**src/rtl/alu_pkg.sv**
```systemverilog
// ============================================================================
// Module   : alu_pkg
// Purpose  : Opcode and state encodings plus default slice geometry for the
//            sequential ALU core.
// Revision : 1.0 - initial release
// ============================================================================
`default_nettype none

package alu_pkg;

  localparam int c_default_width = 4;
  localparam int c_default_n_alu = 4;

  typedef enum logic [2:0] {
    OP_ADD   = 3'd0,
    OP_SUB   = 3'd1,
    OP_MUL   = 3'd2,
    OP_AND   = 3'd3,
    OP_OR    = 3'd4,
    OP_XOR   = 3'd5,
    OP_CMP   = 3'd6,
    OP_PASSA = 3'd7
  } alu_op_e;

  typedef enum logic [1:0] {
    ST_IDLE = 2'd0,
    ST_MULT = 2'd1,
    ST_DONE = 2'd2
  } alu_state_e;

endpackage

`default_nettype wire

```
**src/rtl/alu_seq_mult.sv**
```systemverilog
// ============================================================================
// Module   : alu_seq_mult
// Purpose  : Iterative shift-add multiplier, one multiplier bit per cycle.
// Revision : 1.0 - initial release
// ============================================================================
`default_nettype none

module alu_seq_mult #(
  parameter int W = 16
) (
  input  logic           clk,
  input  logic           arst,
  input  logic           start,
  input  logic [W-1:0]   a,
  input  logic [W-1:0]   b,
  output logic [2*W-1:0] product,
  output logic           last
);

  localparam int c_cnt_w = $clog2(W);

  logic [2*W-1:0]     r_mcand;
  logic [W-1:0]       r_mplier;
  logic [2*W-1:0]     r_acc;
  logic [c_cnt_w-1:0] r_cnt;
  logic               r_run;
  logic [2*W-1:0]     w_addend;

  // product is the accumulator after the current iteration, so the final
  // value is available at the very edge that completes iteration W.
  assign w_addend = r_mplier[0] ? r_mcand : '0;
  assign product  = r_acc + w_addend;
  assign last     = r_run && (r_cnt == c_cnt_w'(W - 1));

  always_ff @(posedge clk or posedge arst) begin
    if (arst) begin
      r_mcand  <= '0;
      r_mplier <= '0;
      r_acc    <= '0;
      r_cnt    <= '0;
      r_run    <= 1'b0;
    end else if (start) begin
      r_mcand  <= {{W{1'b0}}, a};
      r_mplier <= b;
      r_acc    <= '0;
      r_cnt    <= '0;
      r_run    <= 1'b1;
    end else if (r_run) begin
      r_acc    <= product;
      r_mcand  <= r_mcand << 1;
      r_mplier <= r_mplier >> 1;
      r_cnt    <= r_cnt + c_cnt_w'(1);
      if (last) begin
        r_run <= 1'b0;
      end
    end
  end

endmodule

`default_nettype wire

```
**src/rtl/alu_seq_core.sv**
```systemverilog
// ============================================================================
// Module   : alu_seq_core
// Purpose  : Sequential ALU responder: single-cycle ops plus an iterative
//            multiply, with registered results, flags and a done strobe.
// Revision : 1.0 - initial release
// ============================================================================
`default_nettype none

module alu_seq_core
  import alu_pkg::*;
#(
  parameter int WIDTH = c_default_width,
  parameter int N_ALU = c_default_n_alu
) (
  input  logic                     clk,
  input  logic                     arst,
  input  logic                     enable,
  input  logic [2:0]               select,
  input  logic [WIDTH*N_ALU-1:0]   a,
  input  logic [WIDTH*N_ALU-1:0]   b,
  output logic [8*WIDTH*N_ALU-1:0] out,
  output logic                     carry_out,
  output logic                     a_greater,
  output logic                     a_equal,
  output logic                     a_less,
  output logic                     busy,
  output logic                     done
);

  localparam int c_w  = WIDTH * N_ALU;
  localparam int c_ow = 8 * c_w;

  alu_state_e       r_state;
  alu_state_e       w_next;
  alu_op_e          w_op;
  logic             w_accept;
  logic             w_mul_start;
  logic             w_mul_last;
  logic [2*c_w-1:0] w_product;
  logic [c_w:0]     w_sum;
  logic [c_w-1:0]   w_result;
  logic             w_carry;

  logic [c_ow-1:0]  r_out;
  logic             r_carry;
  logic             r_gt;
  logic             r_eq;
  logic             r_lt;
  logic             r_busy;
  logic             r_done;

  assign w_op        = alu_op_e'(select);
  assign w_accept    = enable && (r_state != ST_MULT);
  assign w_mul_start = w_accept && (w_op == OP_MUL);
  assign w_sum       = {1'b0, a} + {1'b0, b};

  alu_seq_mult #(
    .W (c_w)
  ) u_mult (
    .clk     (clk),
    .arst    (arst),
    .start   (w_mul_start),
    .a       (a),
    .b       (b),
    .product (w_product),
    .last    (w_mul_last)
  );

  always_ff @(posedge clk or posedge arst) begin
    if (arst) begin
      r_state <= ST_IDLE;
    end else begin
      r_state <= w_next;
    end
  end

  always_comb begin
    w_next = r_state;
    case (r_state)
      ST_IDLE, ST_DONE: begin
        if (w_accept) begin
          w_next = (w_op == OP_MUL) ? ST_MULT : ST_DONE;
        end else if (r_state == ST_DONE) begin
          w_next = ST_IDLE;
        end
      end
      ST_MULT: begin
        if (w_mul_last) begin
          w_next = ST_DONE;
        end
      end
      default: w_next = ST_IDLE;
    endcase
  end

  always_comb begin
    w_result = '0;
    w_carry  = 1'b0;
    case (w_op)
      OP_ADD: begin
        w_result = w_sum[c_w-1:0];
        w_carry  = w_sum[c_w];
      end
      OP_SUB: begin
        w_result = (a >= b) ? (a - b) : (b - a);
        w_carry  = (b > a);
      end
      OP_AND:   w_result = a & b;
      OP_OR:    w_result = a | b;
      OP_XOR:   w_result = a ^ b;
      OP_PASSA: w_result = a;
      default:  w_result = '0;
    endcase
  end

  // Outputs only move on an accepted single-cycle op or on multiply
  // completion; busy/done track the registered next state.
  always_ff @(posedge clk or posedge arst) begin
    if (arst) begin
      r_out   <= '0;
      r_carry <= 1'b0;
      r_gt    <= 1'b0;
      r_eq    <= 1'b0;
      r_lt    <= 1'b0;
      r_busy  <= 1'b0;
      r_done  <= 1'b0;
    end else begin
      if (w_accept) begin
        r_gt <= (a > b);
        r_eq <= (a == b);
        r_lt <= (a < b);
        if (w_op != OP_MUL) begin
          r_out   <= c_ow'(w_result);
          r_carry <= w_carry;
        end
      end
      if (w_mul_last) begin
        r_out   <= c_ow'(w_product);
        r_carry <= 1'b0;
      end
      r_busy <= (w_next == ST_MULT);
      r_done <= (w_next == ST_DONE);
    end
  end

  assign out       = r_out;
  assign carry_out = r_carry;
  assign a_greater = r_gt;
  assign a_equal   = r_eq;
  assign a_less    = r_lt;
  assign busy      = r_busy;
  assign done      = r_done;

endmodule

`default_nettype wire

```
**config.mk**
```make
export PLATFORM = sky130hd
export DESIGN_NAME = alu_seq_core
export DESIGN_NICKNAME = d
export VERILOG_FILES = /design/src/rtl/alu_pkg.sv /design/src/rtl/alu_seq_mult.sv /design/src/rtl/alu_seq_core.sv
export SDC_FILE = /design/constraint.sdc
export NUM_CORES = 1
export LEC_CHECK = 0
export ABC_AREA = 1
export BUFFER_PORTS_ARGS = -buffer_cell sky130_fd_sc_hd__buf_4
export CAP_MARGIN = 20
export CORE_ASPECT_RATIO = 0.8
export CORE_MARGIN = 5
export CORE_UTILIZATION = 30
export CTS_CLUSTER_SIZE = 30
export DETAILED_ROUTE_END_ITERATION = 10
export SETUP_SLACK_MARGIN = 0.3
export SKIP_LAST_GASP = 1
export SYNTH_ARGS = -nofsm -noshare
export SYNTH_HDL_FRONTEND = slang
export SYNTH_SLANG_ARGS = --single-unit
```
**constraint.sdc**
```tcl
create_clock -name clk -period 4.65 [get_ports clk]
set_clock_uncertainty 0.15 [all_clocks]
set_input_delay 0.93 -clock clk [delete_from_list [all_inputs] [get_ports clk]]
set_output_delay 0.93 -clock clk [all_outputs]
set_load 0.1 [all_outputs]
```
---- Word level (Yosys, flattened, before mapping) ----
Index checks and enable logic that the tools add are counted.
operators by class
  $lt $le $gt $ge ......................... 4
  eq/ne operators ......................... 14
  add/sub/neg operators ................... 5
  multiplexer cells ....................... 26
  reductions and logical operators ........ 10
  bitwise operators ....................... 3
operators with widths
  kind                                           number
  two-way mux 128 bit                            3
  two-way mux 32 bit                             5
  one-hot mux 16 bit (6 select lines)            1
  two-way mux 16 bit                             3
  adder 32 bit                                   1
  greater-than comparator 16 bit                 2
  subtractor 16 bit                              2
  adder 16 x 16 -> 17 bit                        1
  AND 16 bit                                     1
  == test 16 bit                                 1
  greater-or-equal comparator 16 bit             1
  less-than comparator 16 bit                    1
  OR 16 bit                                      1
  bitwise XOR 16 bit                             1
  == test 3 bit, second input constant           3
  two-way mux 2 bit                              4
  two-way mux 4 bit                              2
  == test 3 x 2 -> 1 bit, second input constant  2
  two-way mux 1 bit                              6
  nonzero test 2 bit                             3
  adder 4 x 1 -> 4 bit, second input constant    1
  == test 2 x 1 -> 1 bit, second input constant  2
  == test 2 bit, second input constant           2
  == test 4 bit, second input constant           1
  other kinds (10)                               12
storage, ports and cells
  output and inout bits ................... 134
  bits in registers ....................... 221

---- Longest topological paths before layout ----
Gate-level depths: netlist (run 1).
  word-level depth ........................ 6
  mapped depth ............................ 19

---- Hierarchy ----
Synthesis (run 1) repeated with hierarchy kept, for this count alone.
second synthesis, totals
  cells, all modules ...................... 1,838
  area, all modules ....................... 12,320.6 µm²
modules (own cells, without submodules)
  module        times used  area an instance (µm²)  seq. area each (µm²)  cells an instance
  alu_seq_core  1           6,203.4                 1,001.0               922
  alu_seq_mult  1           6,117.1                 2,127.0               916

---- Worst setup path before layout (run 1) ----
No wires, ideal clock.
  path type ............................... input-to-reg
  from .................................... input a[0]
  to ...................................... register r_out[6], in the netlist out[6]
  slack ................................... 1.754 ns
  arrival time ............................ 2.609 ns
  path buffers ............................ 1
  stages on the path ...................... 17
  library setup time ...................... 0.137 ns
  required time ........................... 4.363 ns
  cells stage by stage .................... inv_1 ha_1 inv_1 fa_1 nand2_1 nand2_1 nand2_1 nand2_2 nand2_2 nand2_2 nor2_4 buf_6 nand2_1 nand3_1 nand3_1 nand2_1 o211ai_1
between the ends
  longest elaborated chain between the ends .. 6
  elaborated cells on any way between the ends .. 9
  classes of those cells .................. add/sub (3); order compare (1); mux (5)
ends and longest elaborated chain
  item                                                                     RTL line             source
  start: declaration                                                       alu_seq_core.sv:19   input logic [WIDTH*N_ALU-1:0] a,
  subtractor 16 bit or greater-or-equal comparator 16 bit (tied branches)  alu_seq_core.sv:105  w_result = (a >= b) ? (a - b) : (b - a);
  two-way mux 16 bit                                                       alu_seq_core.sv:105
  one-hot mux 16 bit (6 select lines) (*)                                  alu_seq_core.sv:99   case (w_op)
  two-way mux 128 bit (*)                                                  alu_seq_core.sv:132  if (w_op != OP_MUL) begin
  two-way mux 128 bit (*)                                                  alu_seq_core.sv:128  if (w_accept) begin
  two-way mux 128 bit (*)                                                  alu_seq_core.sv:137  if (w_mul_last) begin
  end signal: assignment                                                   alu_seq_core.sv:133  r_out <= c_ow'(w_result);
  end signal: assignment                                                   alu_seq_core.sv:138  r_out <= c_ow'(w_product);
  end: declaration                                                         alu_seq_core.sv:44   logic [c_ow-1:0] r_out;
Mark *: on every way between the ends. The rest lies on a longest branch, timed or not. The select of a mux whose other input is x is not followed.
A chain may end at the register's enable or synchronous reset.

---- Worst setup path in the final report (run 1) ----
  from .................................... input a[13]
  to ...................................... register r_out[7], in the netlist out[7]
between the ends
  longest elaborated chain between the ends .. 6
ends and longest elaborated chain
  item                                 RTL line
  greater-or-equal comparator 16 bit   alu_seq_core.sv:105
  two-way mux 16 bit                   alu_seq_core.sv:105
  one-hot mux 16 bit (6 select lines)  alu_seq_core.sv:99
  two-way mux 128 bit                  alu_seq_core.sv:132
  two-way mux 128 bit                  alu_seq_core.sv:128
  two-way mux 128 bit                  alu_seq_core.sv:137
Every way passes these cells. The select of a mux whose other input is x is not followed.

==> qor.csv, run 1 <==
stage,metric,value,unit
floorplanning,initial core utilization,30.4,%
grt,first-pass GRT wire length,62.3,mm
outcome,outcome,"finished, final reports clean",
cells_and_area,Area Growth Syn to Fin,10.4,%
placement,Post-DP HPWL,31.6,mm
floorplanning,DIE AREA,42700,µm²
route,Post-route DRC,0,
cells_and_area,register area,3130,µm²
floorplanning,num ports,172,
clock_network,# resized after CTS,0,
route,Vias,11209,
clock_network,clock buffer depth,2,
timing,unrepaired setup endpoints after global routing,false,
synth,"EDFF count, synth",0,
cells_and_area,most frequent cells in the layout,"501 x nand2_1, 211 x inv_1, 144 x nand3_1",
clock_network,CTS H-tree depth,4,
synth,register area share after synthesis,27.0,%
synth,asr flop ratio synth,100,%
timing,Final Hold Vio Count,0,
placement,post-placement cell count,2233,
clock_network,cts hold-fix bufs,0,
critical_path,Worst EP required,4800,ps
clock_network,clk slew on worst S/H paths,60,ps
placement,Area after DPL,12300,µm²
critical_path,CP Capture Point,out[7],
critical_path,worst reg2reg path depth,17,
grt,antenna violations before repair,0,
timing,Setup-failing EPs final,0,
grt,total grt overflow,0,
synth,"FF+latch count, synth",125,
critical_path,reg2reg end,out[26],
grt,largest net degree at the start of global routing,126,
cells_and_area,multi-input logic area,7020,µm²
pwr,P per Cell Area,448,nW/µm²
min_path,Hold Path Class,flip-flop to flip-flop,
synth,Synth Cell Area,11600,µm²
grt,met2 usage,27.5,%
critical_path,Critical R2R Launch,u_mult.r_mplier[0],
synth,synth warn,0,
route,WL/cell,18.2,µm
timing,Max Clock Freq,0.275,GHz
cells_and_area,Final Util,33.5,%
clock_network,CTS root buffer,clkbuf_16,
cells_and_area,final instance area,12800,µm²
timing,Tcrit/Tclk final,78.2,%
critical_path,element type at the critical path start,primary input,
route,Vias/cell,4.96,
run,Max Cap Violations,0,
timing,Min Hold Slack,327,ps
critical_path,Critical Path AT,3780,ps
timing,setup_tns,0,ps
floorplanning,Chip Height,186,µm
cells_and_area,fin nets,1904,
placement,gp weighted congestion,0.964,
grt,vias in the first global route,10617,
grt,met3 Usage GRT,3.39,%
critical_path,"Max FO, Critical Path",14,
clock_network,CTS buffer count,17,
cells_and_area,"most common cell after layout, fill and taps aside",nand2_1,
floorplanning,core area,38200,µm²
grt,grt peak-use layer,met1,
cells_and_area,Ant. Diodes,0,
synth,syn avg cell area,6.81,µm²
critical_path,CP Launch Point,a[13],
timing,Worst Tran Pin Value,1030,ps
placement,Port Buffers,75,
route,Initial DRC Count,1012,
clock_network,latest clock arrival within the worst-skew pair,440,ps
critical_path,Crit Path Category,primary input to flip-flop,
clock_network,CTS tree,yes,
timing,final critical-path required period,3640,ps
route,final antenna-violating net count,0,
synth,Post-synth top flop,dfrtp_1,
timing,Max Slew Vio Count,0,
synth,Netlist cell types,49,
synth,cell count after synthesis,1704,
grt,Global Route met1 Usage,27.6,%
floorplanning,die width,230,µm
pwr,Peak VDD IR,278,µV
timing,Max-slew headroom,31.1,%
route,Pre-Repair DR Iteration Count,6,
route,Total Routed Length,41.1,mm
cells_and_area,share of layout cells above drive strength 1,8.94,%
floorplanning,Rows,64,
critical_path,CP endpoint kind,flip-flop,
cells_and_area,final std cells w/o fill,2262,
clock_network,"Setup Fix Bufs, Post-CTS",0,
pwr,Lkg Pwr,6.91,nW
cells_and_area,fillers,4141,
critical_path,R2R setup slack,1310,ps
grt,GRT Util Overall,18.7,%
clock_network,CTS sink cnt,125,
power by group:
part           total (mW)  internal (mW)  switching (mW)
Combinational        2.74          0.693            2.05
Clock                1.27          0.748           0.525
Sequential           1.73           1.42           0.310
Total                5.74           2.86            2.88
cells in the mapped netlist (all sizes together) (11+ instances only):
| library cell | number | area share (%) |
|---|---|---|
| buf | 131 | 8.0 |
| ha | 105 | 11 |
| clkbuf | 15 | 0.49 |
| o211ai | 18 | 1.2 |
| a221oi | 13 | 0.98 |
| nand4 | 14 | 0.75 |
| nand3b | 11 | 0.71 |
| or2 | 12 | 0.65 |
| o22ai | 15 | 0.81 |
| dfrtp | 125 | 27 |
| nor3 | 14 | 0.60 |
| o221ai | 11 | 0.83 |
| o21ai | 81 | 3.5 |
| inv | 220 | 7.1 |
| a21oi | 78 | 3.5 |
| xor2 | 25 | 1.9 |
| nor2 | 108 | 3.9 |
| nand2 | 510 | 17 |
| nand3 | 146 | 6.4 |
sequential cells by signal, summed over array words and instances (netlist names), 2 cells and up:
name	cells
out	32
u_mult.r_acc	32
u_mult.r_mcand	32
u_mult.r_mplier	16
u_mult.r_cnt	4
r_state	2
critical path, stage by stage:
cell      delay [ps]
buf_4            130
inv_1             70
ha_1             580
inv_1            270
nand2_4          130
inv_2             50
nand2_2          150
inv_1            100
a21oi_4          240
nand2_2          120
nor2_4           460
nand2_1          100
nand3_1          110
nand3_1          130
nand2_1          100
o211ai_1          90
kinds of logic after synthesis:
group | after synthesis | synth area share, %
buf+inv | 372 | 15.8
compound gates | 248 | 13.0
xor+xnor | 30 | 2.26
other cells | 1 | 0.0323
fa+ha+maj | 109 | 12.0
simple gates | 819 | 29.9
flops | 125 | 27.0
layer usage:
layer / share of wire (%) / up-vias / wire [µm]
li1: - / 5420 / -
met1: 49 / 5353 / 20100
met2: 41 / 379 / 17000
met3: 6.9 / 57 / 2840
met4: 2.8 / 0 / 1160
met5: 0 / - / 0
area by class of cell:
cell class	instances	share of cell area [%]
flip-flops and latches	125	24.4
repair buffers	85	5.08
well taps	495	4.84
clock inverters	8	0.547
inverters	226	6.67
clock buffers	21	3.60
multi-input cells	1302	54.8
how the worst min path moves through the flow:
| stage | start | endpoint | slack (ps) | depth (start not counted) |
|---|---|---|---|---|
| after detailed placement | u_mult.r_mcand[31] | u_mult.r_mcand[31] | 320 | 2 |
| after floorplan | u_mult.r_mcand[31] | u_mult.r_mcand[31] | 300 | 2 |
| final | out[25] | out[25] | 330 | 2 |
| after CTS | u_mult.r_mcand[31] | u_mult.r_mcand[31] | 330 | 2 |
| after global placement | u_mult.r_mcand[31] | u_mult.r_mcand[31] | 310 | 2 |
| after global routing | out[23] | out[23] | 350 | 2 |
metrics by stage:
stage,setup slack (ps),total power [mW]
CTS,1100,5.75
detailed placement,647,4.46
global route,869,6.09
floorplan,1750,3.78
finish,1010,5.74
global placement,631,4.42
Power figures use the tool's default switching activity.
==> run 2: changes to the inputs <==
--- a/config.mk
+++ b/config.mk
@@ -5,7 +5,7 @@
 export SDC_FILE = /design/constraint.sdc
 export NUM_CORES = 1
 export LEC_CHECK = 0
-export ABC_AREA = 1
+export ABC_AREA = 0
 export BUFFER_PORTS_ARGS = -buffer_cell sky130_fd_sc_hd__buf_4
 export CAP_MARGIN = 20
 export CORE_ASPECT_RATIO = 0.8
==> constraint.sdc (replaced) <==
create_clock -name clk -period 3.6 [get_ports clk]
set_clock_uncertainty 0.15 [all_clocks]
set_input_delay 0.72 -clock clk [delete_from_list [all_inputs] [get_ports clk]]
set_output_delay 0.72 -clock clk [all_outputs]
set_load 0.1 [all_outputs]
==> qor.csv, run 2 <==
stage,metric,value,unit
outcome,outcome,"finished, final reports clean",
critical_path,element type at the critical path start,flip-flop,
pwr,sw frac,47.8,%
grt,largest net degree at the start of global routing,69,
route,Vias/cell,5.19,
pwr,Tot Pwr,9.56,mW
grt,first-pass GRT wire length,59.1,mm
run,Max Cap Violations,0,
synth,syn avg cell area,8.42,µm²
cells_and_area,Ant. Diodes,0,
critical_path,Worst EP required,3800,ps
route,Vias,10376,
floorplanning,Chip Height,183,µm
synth,cell taking the most area after synthesis,dfrtp_1,
grt,total grt overflow,0,
pwr,Peak VDD IR,405,µV
floorplanning,initial core utilization,30.3,%
clock_network,cts hold-fix bufs,0,
clock_network,CTS H-tree depth,4,
route,Initial DRC Count,999,
timing,fin worst setup slack,351,ps
clock_network,CTS sink cnt,125,
clock_network,CTS buffer count,17,
synth,synth warn,0,
synth,"EDFF count, synth",0,
clock_network,clock buffer depth,2,
timing,Max Clock Freq,0.308,GHz
grt,antenna violations before repair,0,
timing,setup_tns,0,ps
placement,pre-CTS setup slack,-186,ps
pwr,sequential power share,24.9,%
floorplanning,num ports,172,
min_path,Hold Path Class,primary input to async pin,
grt,vias in the first global route,10062,
floorplanning,Rows,63,
cells_and_area,Area Growth Syn to Fin,24.5,%
critical_path,worst reg2reg path depth,13,
route,Pre-Repair DR Iteration Count,5,
route,Total Routed Length,38.8,mm
synth,register area share after synthesis,27.8,%
clock_network,CTS tree,yes,
timing,Max Slew Vio Count,0,
pwr,Logic pwr share,55.7,%
clock_network,CTS root buffer,clkbuf_16,
cells_and_area,fillers,3790,
cells_and_area,share of layout cells above drive strength 1,23.6,%
floorplanning,core area,37000,µm²
synth,Synth top cells by count,"125 x dfrtp_1, 109 x nor2_1, 106 x o21ai_0",
pwr,internal power,4.99,mW
route,final antenna-violating net count,0,
floorplanning,die width,226,µm
timing,unrepaired setup endpoints after global routing,true,
cells_and_area,"most common cell after layout, fill and taps aside",buf_4,
floorplanning,DIE AREA,41500,µm²
grt,GRT Util Overall,18.0,%
placement,Port Buffers,75,
timing,final critical-path required period,3250,ps
critical_path,CP endpoint kind,flip-flop,
synth,ranking of synthesized cells by area,"dfrtp_1 28%, ha_1 12%, mux2i_1 6.9%",
route,Post-route DRC,0,
synth,asr flop ratio synth,100,%
clock_network,clk slew on worst S/H paths,70,ps
synth,"FF+latch count, synth",125,
route,WL/cell,19.4,µm
critical_path,Critical Path AT,3450,ps
synth,area share of the largest cell type after synthesis,27.8,%
placement,Post-DP HPWL,29.0,mm
cells_and_area,most frequent cells in the layout,"210 x buf_4, 123 x dfrtp_1, 107 x nor2_1",
pwr,NetSw,4.57,mW
synth,Synth Cell Area,11200,µm²
placement,gp weighted congestion,0.936,
timing,Worst Tran Pin Value,1060,ps
pwr,Lkg Pwr,6.74,nW
pwr,Clk network pwr share,19.4,%
timing,Max-slew headroom,29.1,%
synth,top-count cell post-synth,dfrtp_1,
timing,Setup-failing EPs final,0,
critical_path,Crit Path Category,flip-flop to flip-flop,
synth,Post-synth top flop,dfrtp_1,
timing,Final Hold Vio Count,0,
synth,cell count after synthesis,1336,
pwr,P per Cell Area,682,nW/µm²
timing,Tcrit/Tclk final,90.3,%
synth,Netlist cell types,81,
cells_and_area,fin nets,1649,
clock_network,latest clock arrival within the worst-skew pair,430,ps
critical_path,"Max FO, Critical Path",8,
[run 2: critical path, stage by stage (launching register included)]
cell and delay [ps]:
dfrtp_2 430, buf_12 150, buf_4 160, and2_4 150
ha_4 280, nand4_1 130, or3_4 430, a21oi_4 150
o22ai_1 100, buf_4 160, o21a_1 180, o31a_1 350
nor3b_2 170, nor3_1 180
[run 2: path summary, 6_finish.rpt]
path                               startpoint                to  slack [ps]
hold / removal                           arst            a_less         240
hold reg to reg                     a_greater         a_greater         350
min in group clk                    a_greater         a_greater         350
setup / recovery           u_mult.r_mplier[0]  u_mult.r_acc[28]         350
max in group asynchronous                arst      u_mult.r_run        2240
setup reg to reg           u_mult.r_mplier[0]  u_mult.r_acc[28]         350
[run 2: power groups by stage]
| stage | Clock (mW) | Combinational [mW] | Sequential, mW |
|---|---|---|---|
| global placement | 0 | 4.81 | 2.36 |
| finish | 1.85 | 5.32 | 2.38 |
| floorplan | 0 | 3.13 | 2.84 |
| global route | 1.95 | 5.76 | 2.45 |
| detailed placement | 0 | 4.88 | 2.38 |
| CTS | 1.88 | 5.02 | 2.34 |
[run 2: layer usage]
metal	share of wire, %	track usage, %	vias to the layer above
met1	47	26.7	5097
met3	6.7	3.97	46
met4	1.9	4.31	0
li1	-	-	4898
met5	0	0	-
met2	44	26.7	335
[run 2: what timing repair did]
| action | CTS | global route |
|---|---|---|
| cloned | 0 | 1 |
| hold endpoints to repair | 0 | 0 |
| gates resized for setup | 15 | 74 |
| pin swaps | 4 | 35 |
| buffers inserted | 4 | 10 |
| setup endpoints to repair | 31 | 38 |
[run 2: metrics by stage]
stage          instance area [µm²]  cells  utilization, %  hold slack (ps)
6_report                     14000   2001            37.8              241
3_5_place_dp                 12800   1955            34.6              330
5_1_grt                      14000   2001            37.8              266
4_1_cts                      13500   1990            36.6              241
2_1_floorplan                11700   1431               -              319
3_3_place_gp                 12800   1955            34.6              322
[run 2: logic make-up (layout without fill, tap and decap cells)]
kind of cell | count (synthesis) | in the layout | synth area share [%]
compound gates | 377 | 377 | 21.5
xor+xnor | 39 | 39 | 3.04
fa+ha+maj | 109 | 109 | 12.4
buf+inv | 235 | 317 | 11.3
flops | 125 | 125 | 27.8
mux | 90 | 90 | 8.15
other cells | 1 | 96 | 0.0334
simple gates | 360 | 361 | 15.7
[run 2: cell type report]
type | instances | area, µm² | share of cell area (%)
Sequential cell | 125 | 3130 | 22.4
Inverter | 67 | 258 | 1.84
Tap cell | 487 | 609 | 4.35
Timing Repair Buffer | 219 | 1730 | 12.4
Clock buffer | 20 | 467 | 3.33
Clock inverter | 11 | 156 | 1.12
Multi-Input combinational cell | 1072 | 7650 | 54.6
==> run 3: changes to the inputs <==
==> constraint.sdc (replaced) <==
create_clock -name clk -period 3.8 [get_ports clk]
set_clock_uncertainty 0.15 [all_clocks]
set_input_delay 0.76 -clock clk [delete_from_list [all_inputs] [get_ports clk]]
set_output_delay 0.76 -clock clk [all_outputs]
set_load 0.1 [all_outputs]
==> qor.csv, run 3 (synthesized netlist as in run 2, its figures left out) <==
stage,metric,value,unit
run,Max Cap Violations,0,
timing,Min Hold Slack,336,ps
critical_path,R2R setup slack,470,ps
critical_path,reg2reg end,u_mult.r_acc[28],
timing,Worst Tran Pin Value,912,ps
clock_network,clk slew on worst S/H paths,70,ps
min_path,Hold EP,a_less,
min_path,Hold Startpoint,a_less,
cells_and_area,multi-input logic area,7290,µm²
placement,pre-CTS setup slack,-68.5,ps
grt,vias in the first global route,9532,
pwr,Lkg Pwr,6.36,nW
timing,fin worst setup slack,413,ps
placement,Area after DPL,12400,µm²
cells_and_area,Ant. Diodes,0,
clock_network,CTS root buffer,clkbuf_16,
cells_and_area,"most common cell after layout, fill and taps aside",buf_4,
route,Post-route DRC,0,
grt,antenna violations before repair,0,
cells_and_area,share of layout cells above drive strength 1,16.1,%
clock_network,latest clock arrival within the worst-skew pair,440,ps
route,final antenna-violating net count,0,
timing,Max Slew Vio Count,0,
critical_path,Worst EP required,3960,ps
floorplanning,Chip Height,183,µm
floorplanning,core area,37000,µm²
floorplanning,DIE AREA,41500,µm²
cells_and_area,fillers,3836,
critical_path,"Max FO, Critical Path",4,
cells_and_area,Area Growth Syn to Fin,16.4,%
floorplanning,die width,226,µm
clock_network,CTS buffer count,17,
clock_network,CTS tree,yes,
pwr,P per Cell Area,655,nW/µm²
clock_network,cts hold-fix bufs,0,
grt,total grt overflow,0,
floorplanning,initial core utilization,30.3,%
placement,Port Buffers,75,
timing,Setup-failing EPs final,0,
grt,largest net degree at the start of global routing,65,
timing,unrepaired setup endpoints after global routing,true,
clock_network,"Setup Fix Bufs, Post-CTS",0,
min_path,Hold Path Class,flip-flop to flip-flop,
route,Vias/cell,5.15,
floorplanning,Rows,63,
timing,Max Clock Freq,0.295,GHz
critical_path,CP endpoint kind,flip-flop,
route,Vias,9959,
placement,gp weighted congestion,0.977,
route,Pre-Repair DR Iteration Count,5,
route,Initial DRC Count,941,
critical_path,worst reg2reg path depth,15,
cells_and_area,fin nets,1581,
critical_path,Crit Path Category,primary input to flip-flop,
critical_path,element type at the critical path start,primary input,
clock_network,CTS H-tree depth,4,
grt,GRT Util Overall,17.1,%
cells_and_area,final instance area,13100,µm²
timing,setup_tns,0,ps
timing,Max-slew headroom,38.8,%
pwr,Peak VDD IR,407,µV
cells_and_area,most frequent cells in the layout,"149 x buf_4, 124 x dfrtp_1, 108 x nor2_1",
route,WL/cell,18.7,µm
route,Total Routed Length,36.2,mm
placement,post-placement cell count,1902,
timing,Tcrit/Tclk final,89.1,%
timing,Final Hold Vio Count,0,
critical_path,Critical R2R Launch,u_mult.r_mplier[0],
floorplanning,num ports,172,
cells_and_area,final std cells w/o fill,1933,
clock_network,# resized after CTS,0,
cells_and_area,register area,3130,µm²
clock_network,clock buffer depth,2,
timing,final critical-path required period,3390,ps
grt,first-pass GRT wire length,55.9,mm
placement,Post-DP HPWL,28.2,mm
min_path,worst hold path cell count,2,
outcome,outcome,"finished, final reports clean",
critical_path,Critical Path AT,3550,ps
clock_network,CTS sink cnt,125,
==> run 3: per-layer routing <==
layer	vias to the layer above	wire length (µm)	global-route usage [%]	part of all wire, %
li1	4768	-	-	-
met1	4832	17600	25.2	49
met2	321	15400	24.9	43
met3	38	2490	4.40	6.9
met4	0	698	4.02	1.9
met5	-	0	0	0
==> run 3: how the worst max path moves through the flow <==
stage,start,to,slack (ps),cells after the start
floorplan,a[0],out[13],350,13
global placement,a[3],out[13],-30,12
detailed placement,a[0],out[15],-70,16
CTS,u_mult.r_mplier[0],out[18],360,13
global route,u_mult.r_mplier[0],u_mult.r_acc[28],280,13
finish,a[0],out[12],410,15
==> run 3: power breakdown <==
group,internal (mW),leakage (nW),total [mW],switching [mW]
Clock,1.11,0.303,1.78,0.663
Sequential,1.83,1.61,2.23,0.404
Combinational,1.53,4.45,4.56,3.03
Total,4.48,6.36,8.57,4.10
==> run 3: layout make-up <==
type	count	area share [%]
sequential	125	23.9
clock buffer	18	3.36
clock inverter	13	1.44
multi-input combinational	1071	55.7
tap	487	4.66
timing repair buffer	152	9.00
inverter	67	1.95
==> run 3: worst max-delay path: stages <==
cell	delay (ps)
buf_4	130
inv_1	70
ha_1	190
inv_1	80
fa_1	400
nor2b_1	150
o21ai_1	220
a311oi_2	160
buf_4	170
o21a_1	190
o41ai_1	470
a31o_1	180
a21oi_1	80
xnor2_1	210
o21ai_1	80
==> run 3: per-stage QoR <==
| step | util, % | total power [mW] |
|---|---|---|
| finish | 35.3 | 8.57 |
| global placement | 33.4 | 6.67 |
| detailed placement | 33.4 | 6.74 |
| floorplan | - | 5.65 |
| CTS | 35.1 | 8.54 |
| global route | 35.3 | 9.13 |
